**src/rtl/mem_port_arbiter.sv**
```systemverilog
`default_nettype none
// ============================================================================
// Module      : mem_port_arbiter
// Description : Arbiter for the single unified memory port of the multicycle
//               RISC-V core. The instruction-fetch and load/store requesters
//               share this port. One request is latched per transaction, and
//               the memory interface is driven from registers for the whole
//               access. The arbiter tolerates wait states and returns read
//               data with a one-cycle acknowledge. A stalled access is
//               aborted with memErr after TIMEOUT busy cycles.
//
// Ports       : CLK, RES        clock, synchronous active-high reset
//               iReq/iAddr      fetch request (held until iAck)
//               iAck/iRdata     fetch completion pulse and fetched word
//               dReq/dWe/dAddr/dWdata/dBe
//                               data request (held until dAck)
//               dAck/dRdata     data completion pulse and load data
//               memEn/memWe/memAddr/memWdata/memBe
//                               registered memory command
//               memRdata/memReady
//                               memory response
//               memErr          abort flag, valid together with iAck/dAck
//
// Revision    : 1.0 - initial release
// ============================================================================
module mem_port_arbiter #(
    parameter int ADDR_W  = 32,
    parameter int DATA_W  = 32,
    parameter int TIMEOUT = 255
) (
    input  logic              CLK,
    input  logic              RES,
    input  logic              iReq,
    input  logic [ADDR_W-1:0] iAddr,
    output logic              iAck,
    output logic [DATA_W-1:0] iRdata,
    input  logic              dReq,
    input  logic              dWe,
    input  logic [ADDR_W-1:0] dAddr,
    input  logic [DATA_W-1:0] dWdata,
    input  logic [3:0]        dBe,
    output logic              dAck,
    output logic [DATA_W-1:0] dRdata,
    output logic              memEn,
    output logic              memWe,
    output logic [ADDR_W-1:0] memAddr,
    output logic [DATA_W-1:0] memWdata,
    output logic [3:0]        memBe,
    input  logic [DATA_W-1:0] memRdata,
    input  logic              memReady,
    output logic              memErr
);

    typedef enum logic [1:0] {
        S_IDLE   = 2'd0,
        S_BUSY_I = 2'd1,
        S_BUSY_D = 2'd2
    } state_t;

    // Counter value at which the next stalled busy cycle is the last one.
    localparam logic [7:0] c_TO_LAST = 8'(TIMEOUT - 1);

    state_t     r_state;
    logic       r_last_d;   // 1: data was the last completed grant
    logic [7:0] r_cnt;      // busy cycles spent without memReady

    logic w_i_elig;
    logic w_d_elig;
    logic w_grant_i;
    logic w_grant_d;
    logic w_timeout;

    // A requester whose ack is high this cycle is still holding its old
    // request, so it is masked to avoid serving that request a second time.
    assign w_i_elig  = iReq & ~iAck;
    assign w_d_elig  = dReq & ~dAck;
    // On a tie the requester that was not granted last wins.
    assign w_grant_i = w_i_elig & (~w_d_elig | r_last_d);
    assign w_grant_d = w_d_elig & ~w_grant_i;
    assign w_timeout = (r_cnt == c_TO_LAST);

    always_ff @(posedge CLK) begin
        if (RES) begin
            r_state  <= S_IDLE;
            r_last_d <= 1'b1;
            r_cnt    <= 8'd0;
            iAck     <= 1'b0;
            dAck     <= 1'b0;
            memErr   <= 1'b0;
            memEn    <= 1'b0;
            memWe    <= 1'b0;
            memAddr  <= '0;
            memWdata <= '0;
            memBe    <= 4'h0;
            iRdata   <= '0;
            dRdata   <= '0;
        end else begin
            // Acks and the error flag are single-cycle pulses.
            iAck   <= 1'b0;
            dAck   <= 1'b0;
            memErr <= 1'b0;

            case (r_state)
                S_IDLE: begin
                    if (w_grant_i) begin
                        r_state  <= S_BUSY_I;
                        r_cnt    <= 8'd0;
                        memEn    <= 1'b1;
                        memWe    <= 1'b0;
                        memAddr  <= iAddr;
                        memWdata <= '0;
                        memBe    <= 4'hF;
                    end else if (w_grant_d) begin
                        r_state  <= S_BUSY_D;
                        r_cnt    <= 8'd0;
                        memEn    <= 1'b1;
                        memWe    <= dWe;
                        memAddr  <= dAddr;
                        memWdata <= dWdata;
                        memBe    <= dWe ? dBe : 4'hF;
                    end
                end

                S_BUSY_I, S_BUSY_D: begin
                    // memReady has priority over an expiring timeout.
                    if (memReady) begin
                        r_state <= S_IDLE;
                        memEn   <= 1'b0;
                        if (r_state == S_BUSY_I) begin
                            iAck     <= 1'b1;
                            iRdata   <= memRdata;
                            r_last_d <= 1'b0;
                        end else begin
                            dAck     <= 1'b1;
                            r_last_d <= 1'b1;
                            if (!memWe) begin
                                dRdata <= memRdata;
                            end
                        end
                    end else if (w_timeout) begin
                        r_state <= S_IDLE;
                        memEn   <= 1'b0;
                        memErr  <= 1'b1;
                        if (r_state == S_BUSY_I) begin
                            iAck <= 1'b1;
                        end else begin
                            dAck <= 1'b1;
                        end
                    end else begin
                        r_cnt <= r_cnt + 8'd1;
                    end
                end

                default: begin
                    r_state <= S_IDLE;
                    memEn   <= 1'b0;
                end
            endcase
        end
    end

endmodule
`default_nettype wire
```
**config.mk**
```make
export PLATFORM = sky130hd
export DESIGN_NAME = mem_port_arbiter
export DESIGN_NICKNAME = d
export VERILOG_FILES = /design/src/rtl/mem_port_arbiter.sv
export SDC_FILE = /design/constraint.sdc
export NUM_CORES = 1
export LEC_CHECK = 0
export CAP_MARGIN = 20
export CORE_MARGIN = 2
export CORE_UTILIZATION = 41
export DETAILED_ROUTE_END_ITERATION = 8
export PLACE_DENSITY = 0.81
export SETUP_SLACK_MARGIN = 0.05
export SLEW_MARGIN = 20
export SYNTH_ARGS = -nofsm -noshare
export SYNTH_HDL_FRONTEND = slang
export SYNTH_SLANG_ARGS = --single-unit
```
**constraint.sdc**
```tcl
create_clock -name CLK -period 2.07 [get_ports CLK]
set_clock_uncertainty 0.1 [all_clocks]
set_input_delay 0.414 -clock CLK [delete_from_list [all_inputs] [get_ports CLK]]
set_output_delay 0.414 -clock CLK [all_outputs]
set_load 0.02 [all_outputs]
```
# Yosys cells after proc, flatten, opt, wreduce, memory -nomap -nowiden
# Cells that the tools add are included.
# classes
eq_ne	7
n_addsub	1
muxes	31
bitwise	12
n_reduce_logical	12
# op_table
operator	count
two-way mux 32 bit	4
two-way mux 8 bit	4
case mux 8 bit (2 select lines)	1
two-way mux 1 bit	13
two-way mux 4 bit	3
adder 8 x 1 -> 8 bit (second input constant)	1
== test 8 bit (second input constant)	1
two-way mux 2 bit	4
AND reduction 4 bit	2
NOT 1 bit	7
!= test 3 bit (second input constant)	2
AND reduction 2 bit	3
bitwise AND 1 bit	4
!= test 2 bit (second input constant)	2
case mux 2 bit (2 select lines)	1
nonzero test 2 bit	2
OR reduction 2 bit	2
AND reduction 3 bit	1
OR reduction 3 bit	1
== test 2 x 1 -> 1 bit (second input constant)	1
== test 2 bit (second input constant)	1
zero test 2 bit	1
case mux 1 bit (2 select lines)	1
OR 1 bit	1
# totals
ff_bits	148

# Depth between registers and ports, before layout
# depth
depth_word	10
ltp_mapped	8
depth_no_buf	6

# Worst setup path after synthesis
# Ideal clock, no wire load.
# synth_timing
kind	register -> register
start	reg r_state[0]
end	reg r_cnt[7]
setup_ps	122
slack_ps	354
path_stages_with_launch	8
t_arrival_ps	1495
t_required_ps	1848
synth_period_minus_slack_ps	1716
path_cell_list	dfxtp_1 > inv_1 > ha_1 > buf_2 > nand2b_1 > nor2_1 > and3_1 > a221o_1
# synth_via
elab_chain_cells	4
elab_cells_between_ends	10
# synth_lines
element	line	text
start, declared	63	state_t r_state;
start signal, assigned	84	r_state <= S_IDLE;
start signal, assigned	106	r_state <= S_BUSY_I;
start signal, assigned	114	r_state <= S_BUSY_D;
== test 2 x 1 -> 1 bit / == test 2 bit (equally long branches)	103	case (r_state)
OR reduction 2 bit	103	
!= test 2 bit (no source line) / nonzero test 2 bit (equally long branches)	--	
AND reduction 4 bit (no source line)	--	
end signal, assigned	150	r_cnt <= r_cnt + 8'd1;
end, declared	65	logic [7:0] r_cnt;
# Several ways; a longest one is shown, not always the timed one.
# A chain may end at the register's enable or synchronous reset.

# Worst setup path after layout
# layout_timing
start	reg memAddr[27]
end	out memAddr[27]
# layout_lines
element	line	text
start, declared	46	output logic [ADDR_W-1:0] memAddr,
start signal, assigned	110	memAddr <= iAddr;
start signal, assigned	118	memAddr <= dAddr;
# No word-level cell between the ends.

==> flow_metrics.env <==
export IMPL_totalWireLength_mm=17.8
export IMPL_vias_per_cell=5.12
export IMPL_cts_sinks=148
export IMPL_initial_utilization_pct=41.7
export IMPL_crit_buf_inv=1
export IMPL_post_cts_resized=2
export IMPL_pin_count=275
export IMPL_drc=0
export IMPL_fin_util_pct=67.5
export IMPL_drive_above_1_share_pct=7.11
export IMPL_rows=43
export IMPL_cts_tree="built"
export IMPL_min_to="r_state[1]"
export IMPL_insertion_delay_ps=420
export IMPL_setup_slack_ps=135
export IMPL_synthCells=693
export IMPL_relSlewSlack_pct=70.8
export IMPL_antenna_found_initial=0
export IMPL_powerDensity_nw_per_um2=889
export IMPL_worstSetupPathType="reg -> out"
export IMPL_area_growth_pct=61.9
export IMPL_power_leakage_nw=3.44
export IMPL_fill_cells=1153
export IMPL_place_hpwl_mm=12.5
export IMPL_status="complete, no violations"
export IMPL_cts_max_path_buffers=2
export IMPL_cts_setup_buffers=0
export IMPL_multi_input_area_um2=2510
export IMPL_finalMaxSlewViolations=0
export IMPL_grt_pass1_vias=5383
export IMPL_grt_pass1_wl_mm=27.0
export IMPL_critPathSlowestCell="clkdlybuf4s50_1"
export IMPL_cts_buffers=17
export IMPL_first_iter_violations=381
export IMPL_crit_family="buffers and inverters"
export IMPL_grt_overflow_total=0
export IMPL_ir_worst_vdd_mv=0.624
export IMPL_nets=1099
export IMPL_htreeDepth=4
export IMPL_hold_buffers=0
export IMPL_syn_area_per_cell_um2=8.28
export IMPL_dp_cells=1118
export IMPL_hold_slack_ps=183
export IMPL_diodes=0
export IMPL_synth_top_flop_cell="dfxtp_1"
export IMPL_pre_cts_ws_ps=-56.6
export IMPL_crit_reg2reg_launch="r_state[0]"
export IMPL_root_buffer="clkbuf_16"
export IMPL_hp_start="RES"
export IMPL_track_usage_pct=23.2
export IMPL_finalNonFillerCells=1150
export IMPL_path_max_fanout=2
export IMPL_core_um2=13800
export IMPL_synth_area_leaders="dfxtp_1 (52%), nand2_1 (13%), a21oi_1 (6.0%), a311oi_1 (5.0%), nor2_1 (4.8%)"
export IMPL_die_w_um=122
export IMPL_gp_congestion=0.873
export IMPL_synth_top_area_share_pct=51.6
export IMPL_syn_nets=835
export IMPL_path_cells="clkdlybuf4s50_1"
export IMPL_final_cell_mix="clkdlybuf4s50_1 (271), nand2_1 (197), dfxtp_1 (148)"
export IMPL_max_freq_ghz=0.517
export IMPL_seq_area_um2=2960
export IMPL_worstHoldPathType="in -> reg"
export IMPL_io_buffer_count=274
export IMPL_setup_viol=0
export IMPL_netlist_area_um2=5740
export IMPL_max_stage_delay_ps=660
export IMPL_place_area_um2=8730
export IMPL_finalPower_mw=8.26
export IMPL_final_area_um2=9290
export IMPL_cp_end_kind="primary output"
export IMPL_synth_seq_cells=148
export IMPL_layout_commonest_cell="clkdlybuf4s50_1"
export IMPL_first_pass_iters=5
export IMPL_final_antenna_net_count=0
export IMPL_cp_required_ps=1560
export IMPL_die_h_um=122
export IMPL_reg2reg_depth=7
export IMPL_worstHoldPathCells=2
export IMPL_worstPathArrival_ps=1420
export IMPL_wl_per_cell_um=15.5
export IMPL_ys_seq_area_share_pct=51.6
export IMPL_rr_endpoint="dRdata[31]"
export IMPL_dieArea_um2=15000
export IMPL_ys_warn_count=0
export IMPL_period_share_pct=93.5
export IMPL_cap_viol_max_count=0
export IMPL_dr_total_vias=5890
export IMPL_crit_path_start_kind="flop"
export IMPL_worstMarginPinSlew_ps=438
export IMPL_fin_tns_setup_ps=0
export IMPL_path_clk_slew_ps=60
export IMPL_rsz0062_at_grt="false"
export IMPL_hold_viol_final=0
export IMPL_reg2reg_setup_slack_ps=220
export IMPL_post_route_min_period_ps=1940
export IMPL_synth_top_area_cell="dfxtp_1"
export IMPL_synth_distinct_cells=48
export IMPL_synthArstFlopShare_pct=0
export IMPL_synth_edf_count=0
export IMPL_grt_max_degree=52
## worst max-delay path by stage
stage                      startpoint          end  depth (start not counted)
after floorplan            r_state[0]     r_cnt[7]                          7
after global placement           iReq   r_state[1]                          5
after detailed placement         dReq   r_state[1]                          5
after CTS                 memAddr[27]  memAddr[27]                          1
after global routing      memAddr[27]  memAddr[27]                          1
final                     memAddr[27]  memAddr[27]                          1
## cell type report
class	count	area share (%)
Clock buffer	19	4.77
Clock inverter	13	1.31
Inverter	6	0.242
Multi-Input combinational cell	487	27.0
Sequential cell	148	31.9
Tap cell	180	2.42
Timing Repair Buffer	297	32.4
## cell usage after synthesis, types with 5 or more instances
library cell and instances:
nand2_1 197, dfxtp_1 148, nor2_1 74, a21oi_1 69
a311oi_1 33, a22oi_1 32, buf_2 23, clkbuf_1 19
nor3_1 14, and3_1 8, nand3_1 6, a211o_1 5
buf_4 5, inv_1 5, nand2b_1 5, o21ai_0 5
## state kept, by name (all words and copies together), names as in the netlist
| name | cells |
|---|---|
| dRdata | 32 |
| iRdata | 32 |
| memAddr | 32 |
| memWdata | 32 |
| r_cnt | 8 |
| memBe | 4 |
| r_state | 2 |
| dAck | 1 |
| iAck | 1 |
| memEn | 1 |
| memErr | 1 |
| memWe | 1 |
| r_last_d | 1 |
## worst reg2reg max path, delay by kind of cell, from the launching register on
family                     cells  cell delay (ps)
adders and majority gates      1              360
DFF                            1              330
AOI/OAI and AO/OA              1               80
buffers and inverters          2              250
and+or+nand+nor                3              600
## where the power goes
group | internal [mW] | switching [mW] | total (mW)
clock network | 1.70 | 1.25 | 2.95
registers | 3.10 | 0.135 | 3.24
logic | 0.986 | 1.09 | 2.07
total | 5.79 | 2.48 | 8.26
## metal layers
metal / global-route usage (%) / wire length, um / vias up
li1: - / - / 2899
met1: 27.0 / 7070 / 2728
met2: 39.4 / 8840 / 242
met3: 8.32 / 1570 / 21
met4: 8.26 / 316 / 0
met5: 0 / 0 / -
## kinds of logic (layout without fill, tap and decap cells)
group	Yosys count	count (layout)	share of synthesized area, %
AND/OR/NAND/NOR	323	323	23.5
adder cells (fa/ha/maj)	4	4	0.872
flip-flops	148	148	51.6
buffers and inverters	58	335	5.01
multiplexers	1	1	0.196
AO/OA/AOI/OAI	159	159	18.9
No activity file was read; power rests on OpenSTA's default activity.
